**config.mk**
```make
export PLATFORM = sky130hd
export DESIGN_NAME = ac_motor_deadtime
export DESIGN_NICKNAME = d
export VERILOG_FILES = /design/src/rtl/ac_motor_pkg.sv /design/src/rtl/ac_motor_deadtime_leg.sv /design/src/rtl/ac_motor_deadtime.sv
export SDC_FILE = /design/constraint.sdc
export NUM_CORES = 1
export LEC_CHECK = 0
export BUFFER_PORTS_ARGS = -buffer_cell sky130_fd_sc_hd__buf_4
export CORE_MARGIN = 2
export CORE_UTILIZATION = 64
export CTS_BUF_LIST = sky130_fd_sc_hd__clkbuf_4 sky130_fd_sc_hd__clkbuf_8
export CTS_CLUSTER_DIAMETER = 60
export DETAILED_ROUTE_END_ITERATION = 8
export MAX_ROUTING_LAYER = met4
export PLACE_DENSITY = 0.95
export SLEW_MARGIN = 10
export SYNTH_ARGS = -nofsm -noshare
export SYNTH_HDL_FRONTEND = slang
export SYNTH_SLANG_ARGS = --single-unit
```
**constraint.sdc**
```tcl
create_clock -name clk -period 4.3 [get_ports clk]
set_input_delay 0.645 -clock clk [delete_from_list [all_inputs] [get_ports clk]]
set_output_delay 0.645 -clock clk [all_outputs]
set_load 0.01 [all_outputs]
```
**src/rtl/ac_motor_pkg.sv**
```systemverilog
//------------------------------------------------------------------------------
// Module  : ac_motor_pkg
// Brief   : Shared constants and leg state encoding for the dead-time block.
// Rev     : 1.0 - initial release
//------------------------------------------------------------------------------
`default_nettype none

package ac_motor_pkg;

    localparam int c_DT_W_DEFAULT = 8;
    localparam int c_DT_MIN       = 1;

    typedef logic [1:0] leg_state_t;

    localparam leg_state_t c_ST_IDLE = 2'd0;
    localparam leg_state_t c_ST_DEAD = 2'd1;
    localparam leg_state_t c_ST_HIGH = 2'd2;
    localparam leg_state_t c_ST_LOW  = 2'd3;

endpackage

`default_nettype wire

```
**src/rtl/ac_motor_deadtime_leg.sv**
```systemverilog
//------------------------------------------------------------------------------
// Module  : ac_motor_deadtime_leg
// Brief   : One half-bridge leg: IDLE/DEAD/HIGH/LOW FSM with dead-time counter.
// Rev     : 1.0 - initial release
//------------------------------------------------------------------------------
`default_nettype none

module ac_motor_deadtime_leg
    import ac_motor_pkg::*;
#(
    parameter int DT_W   = c_DT_W_DEFAULT,
    parameter int DT_MIN = c_DT_MIN
) (
    input  logic            clk,
    input  logic            rst,
    input  logic            i_leg_en,
    input  logic            i_cmd,
    input  logic [DT_W-1:0] i_dead_time,
    output logic            o_gate_h,
    output logic            o_gate_l
);

    localparam logic [DT_W-1:0] c_DT_MIN_V = DT_W'(DT_MIN);

    leg_state_t      r_state;
    leg_state_t      w_state_nxt;
    logic [DT_W-1:0] r_cnt;
    logic [DT_W-1:0] w_cnt_nxt;
    logic            r_target;
    logic            w_target_nxt;
    logic            r_gate_h;
    logic            r_gate_l;
    logic            w_gate_h_nxt;
    logic            w_gate_l_nxt;
    logic [DT_W-1:0] w_eff_dt;

    assign w_eff_dt = (i_dead_time < c_DT_MIN_V) ? c_DT_MIN_V : i_dead_time;

    // Gates are registered decodes of the next state so they change on the
    // same edge as the state itself.
    always_ff @(posedge clk or posedge rst) begin
        if (rst) begin
            r_state  <= c_ST_IDLE;
            r_cnt    <= '0;
            r_target <= 1'b0;
            r_gate_h <= 1'b0;
            r_gate_l <= 1'b0;
        end else begin
            r_state  <= w_state_nxt;
            r_cnt    <= w_cnt_nxt;
            r_target <= w_target_nxt;
            r_gate_h <= w_gate_h_nxt;
            r_gate_l <= w_gate_l_nxt;
        end
    end

    always_comb begin
        w_state_nxt  = r_state;
        w_cnt_nxt    = r_cnt;
        w_target_nxt = r_target;
        case (r_state)
            c_ST_IDLE: begin
                if (i_leg_en) begin
                    w_state_nxt  = c_ST_DEAD;
                    w_cnt_nxt    = w_eff_dt;
                    w_target_nxt = i_cmd;
                end
            end
            c_ST_DEAD: begin
                if (!i_leg_en) begin
                    w_state_nxt = c_ST_IDLE;
                    w_cnt_nxt   = '0;
                end else begin
                    // Target tracks the command, but the counter is never
                    // reloaded, so a glitch cannot shorten the dead time.
                    w_target_nxt = i_cmd;
                    if (r_cnt == '0) begin
                        w_state_nxt = r_target ? c_ST_HIGH : c_ST_LOW;
                    end else begin
                        w_cnt_nxt = r_cnt - DT_W'(1);
                    end
                end
            end
            c_ST_HIGH: begin
                if (!i_leg_en) begin
                    w_state_nxt = c_ST_IDLE;
                end else if (!i_cmd) begin
                    w_state_nxt  = c_ST_DEAD;
                    w_cnt_nxt    = w_eff_dt;
                    w_target_nxt = 1'b0;
                end
            end
            c_ST_LOW: begin
                if (!i_leg_en) begin
                    w_state_nxt = c_ST_IDLE;
                end else if (i_cmd) begin
                    w_state_nxt  = c_ST_DEAD;
                    w_cnt_nxt    = w_eff_dt;
                    w_target_nxt = 1'b1;
                end
            end
            default: begin
                w_state_nxt = c_ST_IDLE;
                w_cnt_nxt   = '0;
            end
        endcase
    end

    always_comb begin
        w_gate_h_nxt = (w_state_nxt == c_ST_HIGH);
        w_gate_l_nxt = (w_state_nxt == c_ST_LOW);
    end

    assign o_gate_h = r_gate_h;
    assign o_gate_l = r_gate_l;

endmodule

`default_nettype wire

```
**src/rtl/ac_motor_deadtime.sv**
```systemverilog
//------------------------------------------------------------------------------
// Module  : ac_motor_deadtime
// Brief   : Two-leg dead-time inserter; optional fault latch via macro
//           AC_MOTOR_DEADTIME_FAULT_EN.
// Rev     : 1.0 - initial release
//------------------------------------------------------------------------------
`default_nettype none

module ac_motor_deadtime
    import ac_motor_pkg::*;
#(
    parameter int DT_W   = c_DT_W_DEFAULT,
    parameter int DT_MIN = c_DT_MIN
) (
    input  logic            clk,
    input  logic            reset,
    input  logic            enable,
    input  logic [DT_W-1:0] dead_time,
    input  logic            out1,
    input  logic            out2,
    input  logic            en1,
    input  logic            en2,
    input  logic            fault_in,
    input  logic            fault_clr,
    output logic            gate_h1,
    output logic            gate_l1,
    output logic            gate_h2,
    output logic            gate_l2,
    output logic            fault
);

    logic       w_fault_block;
    logic [1:0] w_cmd;
    logic [1:0] w_leg_en;
    logic [1:0] w_gate_h;
    logic [1:0] w_gate_l;

`ifdef AC_MOTOR_DEADTIME_FAULT_EN
    logic r_fault_meta;
    logic r_fault_sync;
    logic r_fault;

    always_ff @(posedge clk or posedge reset) begin
        if (reset) begin
            r_fault_meta <= 1'b0;
            r_fault_sync <= 1'b0;
            r_fault      <= 1'b0;
        end else begin
            r_fault_meta <= fault_in;
            r_fault_sync <= r_fault_meta;
            if (r_fault_sync) begin
                r_fault <= 1'b1;
            end else if (fault_clr) begin
                r_fault <= 1'b0;
            end
        end
    end

    // Blocking on the synchronized flag as well gives gates-off on the same
    // edge the latch sets, keeping the pin-to-gate latency at three edges.
    assign w_fault_block = r_fault | r_fault_sync;
    assign fault         = r_fault;
`else
    logic w_unused_fault;

    assign w_unused_fault = fault_in ^ fault_clr;
    assign w_fault_block  = 1'b0;
    assign fault          = 1'b0;
`endif

    assign w_cmd    = {out2, out1};
    assign w_leg_en = {en2, en1} & {2{enable & ~w_fault_block}};

    for (genvar i = 0; i < 2; i++) begin : g_leg
        ac_motor_deadtime_leg #(
            .DT_W   (DT_W),
            .DT_MIN (DT_MIN)
        ) u_leg (
            .clk         (clk),
            .rst         (reset),
            .i_leg_en    (w_leg_en[i]),
            .i_cmd       (w_cmd[i]),
            .i_dead_time (dead_time),
            .o_gate_h    (w_gate_h[i]),
            .o_gate_l    (w_gate_l[i])
        );
    end

    assign gate_h1 = w_gate_h[0];
    assign gate_l1 = w_gate_l[0];
    assign gate_h2 = w_gate_h[1];
    assign gate_l2 = w_gate_l[1];

endmodule

`default_nettype wire

```
==> results.toml, run 1 <==
[synthesis]
synth-seq-cells = 26
synthCells = 181
synth_edf_count = 0
synth-seq-area-share_pct = 40.4
synthesis.area_um2 = 1610
async_flop_share_pct = 100
synth_warnings = 0
ys_types = 41
mappedNetlistNets = 200
synth.avg_cell_area_um2 = 8.89
synth_ff_type = "dfrtp_1"

[clocking]
clk_latency_ns = 0.33
postCtsHoldBufs = 0
root_buffer = "clkbuf_4"
clk_pin_slew_ns = 0.15
cts.sinks = 26
cts_resized = 0
cts_tree = "done"
postCtsSetupRepairBufs = 0
h-tree-depth = 1
ctsLongestPathBuffers = 2
cts_buffers = 3

[layout]
diodes = 0
fillCellCount = 169
finalNonFillerCells = 226
layout-drive-gt1-share_pct = 14.8
final_common_cell = "dfrtp_1"
nets = 216
final_cell_mix = "dfrtp_1 (26), buf_4 (18), nor2_1 (17)"
area_growth_pct = 10.6
finalInstanceArea_um2 = 1780

[pwr]
leakage_nw = 0.758
internal_power_uw = 382
switchingPower_uw = 193
combPwrFrac_pct = 24.5
pwr-share-clk_pct = 22.5
ir_drop_v = 0.000272
p_sw_share_pct = 33.6
pwr-share-seq_pct = 53.1
power_density_nw_per_um2 = 323

[die]
rows = 18
coreArea_um2 = 2430
die_area_um2 = 2930
initial_utilization_pct = 66.2
die-height_um = 54.1
pin_count = 22
die_width_um = 54.1

[timing]
layout_setup_ws_ns = 1.95
hold_violations = 0
period_share_pct = 54.6
tightest_slew_ns = 0.987
setup-tns-final_ns = 0
fmax_mhz = 426
skew_ns = 0.00730
drv_slew = 0
period_minus_slack_ns = 2.35
setup_viol = 0
relSlewSlack_pct = 34.2
grt_setup_unrepaired = "no"

[setup_path]
regToRegStartpoint = "g_leg[0].u_leg.r_state[1]"
ff2ff_setup_slack_ns = 1.95
rr_endpoint = "g_leg[0].u_leg.r_cnt[0]"
cp.required_ns = 4.53
critPathMaxFanout = 11
crit_path_end_kind = "flop"
slowest_delay_ns = 0.56
critPathSlowestCell = "nand4b_1"
path_cells = "nand4b_1 -> nor4_4 -> or2_1 -> mux2_2"
worstSetupStartpointType = "flop"
path_class = "flop to flop"
crit_family = "simple AND/OR/NAND/NOR gates"
reg2reg_depth = 4
path_buf_inv = 0
cp_data_arrival_time_ns = 2.58

[global_routing]
grt_pass1_wl_um = 5910
grt_usage_pct = 28.5
antenna_found_initial = 0
grt_overflow = 0
grt_max_degree = 27
grt_pass1_vias = 1334

[drt]
drc = 0
ant_nets = 0
firstDrtPassIters = 4
drt-initial-drc-count = 61
route.detailed.wl_per_inst_um = 16.5
totalWireLength_um = 3730
routed_via_density = 6.61
vias = 1494

[run]
maxCapViolations = 0

[placed_design]
place_area_um2 = 1740
dpl_worst_slack_ns = 1.77
portBuffers = 18
place_congestion = 0.919
dpl.cell_count = 222
dp_hpwl_um = 2730

[run_status]
status = "finished, final reports clean"

[worst_hold_path]
worst_hold_path_type = "primary input to asynchronous set/reset pin"
-- cells in the mapped netlist (2+ instances only) --
master	instances	area (um2)
dfrtp_1	26	651
nor2_1	17	63.8
a21oi_1	15	75.1
inv_1	14	52.6
nor3_1	11	55.1
o21ai_0	11	55.1
a31oi_1	7	43.8
o22ai_1	6	37.5
nor2b_1	5	31.3
nor4_1	5	31.3
o31ai_1	5	37.5
and2_1	4	25.0
clkbuf_1	4	15.0
nand2_1	4	15.0
nand2b_1	4	25.0
a22oi_1	3	22.5
nor3b_1	3	22.5
a2111oi_0	2	17.5
a211oi_1	2	15.0
a2bb2oi_1	2	17.5
a32oi_1	2	17.5
a41oi_1	2	17.5
ha_1	2	25.0
mux2_2	2	22.5
nand4b_1	2	17.5
nor4_4	2	42.5
o21bai_1	2	15.0
o2bb2ai_1	2	17.5
or2_1	2	12.5
or4_4	2	22.5
-- flip-flops by register name, summed over array words and instances, names as in the netlist --
name,flops
g_leg.u_leg.o_gate_h,2
g_leg.u_leg.o_gate_l,2
g_leg.u_leg.r_cnt,16
g_leg.u_leg.r_state,4
g_leg.u_leg.r_target,2
-- power by group through the flow --
stage	Sequential, mW	Clock (mW)	Combinational [mW]
after floorplan	0.299	0	0.105
after global placement	0.306	0	0.130
after detailed placement	0.308	0	0.138
after CTS	0.303	0.127	0.139
after global routing	0.308	0.135	0.157
final	0.305	0.129	0.141
-- logic make-up (layout without fill, tap and decap cells) --
kind of cell / count (synthesis) / in the layout / share of synthesized area (%)
AOI/OAI and AO/OA: 64 / 64 / 25.8
xor gates and xnor gates: 1 / 1 / 0.544
adders and majority gates: 2 / 2 / 1.55
buffers and inverters: 21 / 36 / 5.68
DFF: 26 / 26 / 40.4
muxes: 3 / 3 / 2.33
other: 1 / 1 / 0.233
and+or+nand+nor: 63 / 63 / 23.4
-- worst max-delay path by stage --
stage,startpoint,to,cells past startpoint
after floorplan,g_leg[1].u_leg.r_cnt[3],g_leg[1].u_leg.r_cnt[0],5
after global placement,enable,g_leg[0].u_leg.r_cnt[0],5
after detailed placement,enable,g_leg[0].u_leg.r_cnt[0],5
after CTS,g_leg[0].u_leg.r_state[1],g_leg[0].u_leg.r_cnt[0],4
after global routing,g_leg[0].u_leg.r_state[1],g_leg[0].u_leg.r_cnt[0],4
final,g_leg[0].u_leg.r_state[1],g_leg[0].u_leg.r_cnt[0],4
-- layer usage --
metal	global-route usage (%)	routed length, um	vias up	share of wire (%)
met4	10.0	59	0	1.6
met2	44.8	1770	64	48
met3	2.78	212	8	5.7
met1	38.4	1680	712	45
met5	-	0	-	0
li1	-	-	710	-
-- final cells by class --
cell class                      instances  area (um2)  area share (%)
Clock buffer                            4        36.3            2.04
Inverter                               14        52.6            2.95
Multi-Input combinational cell        134         867            48.7
Sequential cell                        26         651            36.6
Tap cell                               30        37.5            2.11
Timing Repair Buffer                   18         135            7.59
-- stage by stage --
| step | utilization (%) | hold WS (ns) | total power, mW |
|---|---|---|---|
| 3_3_place_gp | 71.7 | 0.522 | 0.436 |
| 2_1_floorplan | - | 0.492 | 0.404 |
| 5_1_grt | 73.1 | 0.604 | 0.599 |
| 3_5_place_dp | 71.7 | 0.535 | 0.447 |
| 4_1_cts | 73.1 | 0.566 | 0.570 |
| 6_report | 73.1 | 0.527 | 0.575 |
No activity file was read; power rests on OpenSTA's default activity.
==> inputs of run 2 (changes only) <==
Settings changed: CORE_UTILIZATION 64 to 59, PLACE_DENSITY 0.95 to 0.92.
Clock period 4.3 ns to 2.3 ns, I/O delays scaled along.
==> run 2 against run 1 <==
Die area rose by 7.8%. Non-clock buffer count up 7. Largest power group unchanged. Clock skew decreased by 0.0026 ns. Clock power grew 55%. Total power increased by 83%. Register-to-register slack got worse by 1.6 ns. Flip-flop and latch count is the same. Combinational power increased by 96%. Maximum frequency up 19%. Design area increased by 2.2%. Largest cell class unchanged.
==> results.toml, run 2 (synthesis gave the netlist of run 1 again) <==
[run_status]
status = "finished, final reports clean"

[drt]
totalWireLength_um = 4050
routed_via_density = 6.88
firstDrtPassIters = 5
route.detailed.wl_per_inst_um = 17.5
vias = 1596
drt-initial-drc-count = 127
drc = 0
ant_nets = 0

[layout]
regArea_um2 = 651
top_register = "g_leg.u_leg.r_cnt"
final_common_cell = "dfrtp_1"
finalNonFillerCells = 232
final_cell_mix = "dfrtp_1 (26), buf_4 (25), nor2_1 (17)"
layout-drive-gt1-share_pct = 17.3
multi_input_area_um2 = 867
fillCellCount = 184
finalInstanceArea_um2 = 1820
reg.largest.list = "g_leg.u_leg.r_cnt (16), g_leg.u_leg.r_state (4)"
diodes = 0
nets = 223
largest_reg_flops = 16
area_growth_pct = 13.0

[clocking]
clk_latency_ns = 0.33
postCtsSetupRepairBufs = 0
postCtsHoldBufs = 0
root_buffer = "clkbuf_4"
h-tree-depth = 1
cts.sinks = 26
cts_buffers = 3
cts_tree = "done"
ctsLongestPathBuffers = 2
cts_resized = 0
clk_pin_slew_ns = 0.14

[worst_hold_path]
worst_hold_path_type = "primary input to asynchronous set/reset pin"

[global_routing]
grt_pass1_wl_um = 6890
grt_overflow = 0
grt_max_degree = 27
antenna_found_initial = 0
grt_pass1_vias = 1517
grt_usage_pct = 28.0

[pwr]
leakage_nw = 0.784
power_density_nw_per_um2 = 577
ir_drop_v = 0.000422

[setup_path]
worstSetupStartpointType = "flop"
cp_data_arrival_time_ns = 2.21
path_class = "flop to flop"
critPathMaxFanout = 7
crit_path_end_kind = "flop"
cp.required_ns = 2.54

[placed_design]
portBuffers = 18
place_congestion = 0.952
place_area_um2 = 1800
dpl.cell_count = 229
dp_hpwl_um = 2960

[die]
die_width_um = 56.2
coreArea_um2 = 2520
rows = 18
pin_count = 22
die_area_um2 = 3160
initial_utilization_pct = 63.8
die-height_um = 56.2

[timing]
period_minus_slack_ns = 1.98
skew_ns = 0.00467
grt_setup_unrepaired = "no"
setup_viol = 0
fmax_mhz = 506
drv_slew = 0
setup-tns-final_ns = 0
period_share_pct = 85.9
tightest_slew_ns = 0.649
hold_violations = 0
fin_hold_ws_ns = 0.0479
relSlewSlack_pct = 56.3

[run]
maxCapViolations = 0
## run 2: worst paths after layout
kind                                          from                      end  slack (ns)  cells after the start
setup reg to reg           g_leg[0].u_leg.r_cnt[3]  g_leg[0].u_leg.r_cnt[0]        0.32                      4
max in group asynchronous                    reset  g_leg[1].u_leg.r_cnt[4]        2.00                      3
setup / recovery           g_leg[0].u_leg.r_cnt[3]  g_leg[0].u_leg.r_cnt[0]        0.32                      4
hold / removal                               reset  g_leg[0].u_leg.o_gate_h        0.05                      3
min in group clk                               en2  g_leg[1].u_leg.r_target        0.33                      3
hold reg to reg            g_leg[1].u_leg.r_cnt[6]  g_leg[1].u_leg.r_cnt[6]        0.57                      2
## run 2: cell type report
type	instances	area share, %
inverter	14	2.89
multi-input combinational	134	47.7
sequential	26	35.8
clock buffer	3	1.24
timing repair buffer	25	10.3
tap	30	2.06
## run 2: metal layers
metal  part of all wire (%)  global-route usage (%)  wire, um
met2                     48                    45.4      1940
met5                      0                       -         0
met4                    2.7                    9.52       110
met1                     40                    36.1      1630
met3                    9.1                    4.19       370
## run 2: through the flow
| stage | util (%) | setup slack, ns | power, mW |
|---|---|---|---|
| after floorplan | - | 0.297 | 0.756 |
| after CTS | 72.1 | 0.350 | 1.04 |
| after global routing | 72.1 | 0.283 | 1.10 |
| final | 72.1 | 0.324 | 1.05 |
| after detailed placement | 71.2 | 0.377 | 0.845 |
| after global placement | 71.2 | 0.397 | 0.823 |
## run 2: critical path, stage by stage (launching register included)
cell     delay [ns]
dfrtp_1        0.48
or4_4          0.60
nor4_4         0.26
or2_1          0.19
mux2_2         0.35
## run 2: report_power, final
part / switching (mW) / internal [mW] / total, mW / leakage [nW]
sequential: 0.0662 / 0.507 / 0.573 / 0.332
combinational: 0.160 / 0.116 / 0.276 / 0.439
clock: 0.138 / 0.0617 / 0.200 / 0.0138
==> inputs of run 3 (changes only) <==
Settings changed: CORE_UTILIZATION 59 to 53, PLACE_DENSITY 0.92 to 0.87.
Clock period 2.3 ns to 1.7 ns, I/O delays scaled along.
==> run 3 against run 2 <==
The run now ends with negative setup slack left. Clock power rose by 58%. Flip-flop and latch count unchanged. Hold slack improved by 0.19 ns. Largest cell class unchanged. Highest routed layer unchanged. Total power rose by 56%. Critical endpoint is now g_leg[0].u_leg.o_gate_l. Routed wire length grew 7.6%. Maximum frequency grew 12%. Final cell count grew 12%. Clock-buffer cell count is 1 higher. Via count is 3.6% higher.
==> results.toml, run 3 (synthesis gave the netlist of run 1 again) <==
[drt]
ant_nets = 0
routed_via_density = 6.36
vias = 1653
totalWireLength_um = 4360
route.detailed.wl_per_inst_um = 16.8
drt-initial-drc-count = 103
firstDrtPassIters = 4
drc = 0

[global_routing]
grt_pass1_vias = 1573
grt_pass1_wl_um = 7040
antenna_found_initial = 0
grt_max_degree = 27
grt_overflow = 0
grt_usage_pct = 27.1

[timing]
skew_ns = 0.00577
hold_violations = 0
drv_slew = 0
layout_setup_ws_ns = -0.0597
period_minus_slack_ns = 1.76
fmax_mhz = 568
setup_viol = 3
fin_hold_ws_ns = 0.237
grt_setup_unrepaired = "yes"
period_share_pct = 104

[die]
pin_count = 22
die_width_um = 59.1
die-height_um = 59.1
rows = 19
die_area_um2 = 3490
coreArea_um2 = 2830
initial_utilization_pct = 56.9

[setup_path]
slowest_delay_ns = 0.58
critPathSlowestCell = "or4_4"
cp_data_arrival_time_ns = 1.99
cp.required_ns = 1.93
path_class = "flop to flop"
path_cells = "or4_4 -> nor4_1 -> a2bb2oi_1 -> nor3_1"
crit_family = "simple AND/OR/NAND/NOR gates"
critPathMaxFanout = 3
crit_path_end_kind = "flop"
path_buf_inv = 0
worstSetupStartpointType = "flop"

[layout]
utilization_pct = 75.5
layout-drive-gt1-share_pct = 34.1
area_growth_pct = 32.7
final_cell_mix = "buf_4 (48), dfrtp_1 (26), nor2_1 (16)"
final_common_cell = "buf_4"
top_register = "g_leg.u_leg.r_cnt"
nets = 249
reg.largest.list = "g_leg.u_leg.r_cnt (16), g_leg.u_leg.r_state (4)"
fillCellCount = 203
largest_reg_flops = 16
diodes = 0
finalInstanceArea_um2 = 2130

[run_status]
status = "finished with violations"
failed_checks = "negative setup slack"

[clocking]
ctsLongestPathBuffers = 2
cts_buffers = 3
clk_latency_ns = 0.32
h-tree-depth = 1
cts_tree = "done"
clk_pin_slew_ns = 0.14
cts.sinks = 26
root_buffer = "clkbuf_4"

[run]
maxCapViolations = 0

[placed_design]
dpl_worst_slack_ns = -0.0285
place_congestion = 0.943
dp_hpwl_um = 3150
place_area_um2 = 1970
portBuffers = 18

[pwr]
leakage_nw = 0.949
power_density_nw_per_um2 = 765
ir_drop_v = 0.000508

[worst_hold_path]
worst_hold_path_type = "primary input to flop"
run 3: final timing paths:
path | from | endpoint | slack [ns] | depth (start not counted)
max | g_leg[0].u_leg.r_cnt[3] | g_leg[0].u_leg.o_gate_l | -0.06 | 4
min in group asynchronous | reset | g_leg[1].u_leg.r_cnt[2] | 0.53 | 4
max reg2reg | g_leg[0].u_leg.r_cnt[3] | g_leg[0].u_leg.o_gate_l | -0.06 | 4
max in group asynchronous | reset | g_leg[0].u_leg.r_cnt[1] | 0.92 | 4
min | dead_time[3] | g_leg[1].u_leg.r_cnt[3] | 0.24 | 3
min reg2reg | g_leg[1].u_leg.r_cnt[1] | g_leg[1].u_leg.r_cnt[1] | 0.58 | 2
run 3: power breakdown:
group / switching (mW) / total [mW] / internal [mW]
clock network: 0.185 / 0.316 / 0.131
registers: 0.0631 / 0.749 / 0.686
logic: 0.293 / 0.567 / 0.274
total: 0.541 / 1.63 / 1.09
run 3: layout make-up:
class	count	area, um2	area share, %
Timing Repair Buffer	51	397	18.6
Multi-Input combinational cell	134	960	45.0
Sequential cell	26	651	30.5
Clock buffer	4	36.3	1.70
Tap cell	31	38.8	1.82
Inverter	14	52.6	2.46
run 3: what timing repair did:
action,in CTS,in global routing
endpoints found under the hold margin,26,0
buffers inserted,1,2
endpoints found under the setup margin,13,20
pin swaps,4,9
gates resized for setup,0,29
hold buffers,1,0
run 3: per-layer routing:
layer  track usage [%]  share of wire [%]  wire [um]  up-vias
li1                  -                  -          -      779
met1              39.0                 46       1980      783
met2              38.3                 46       1990       84
met3              3.28                7.8        339        7
met4              12.3                1.1         49        0
met5                 -                  0          0        -
run 3: tightest hold or removal path: stages:
cell	delay, ns
buf_4	0.10
a21oi_1	0.07
o21ai_2	0.12
run 3: metrics by stage:
stage | cells | power [mW] | setup TNS, ns
after detailed placement | 253 | 1.24 | -0.0785
after global routing | 260 | 1.73 | -0.599
after global placement | 253 | 1.22 | 0
final | 260 | 1.63 | -0.159
after floorplan | 181 | 1.03 | -0.248
after CTS | 259 | 1.57 | -0.148
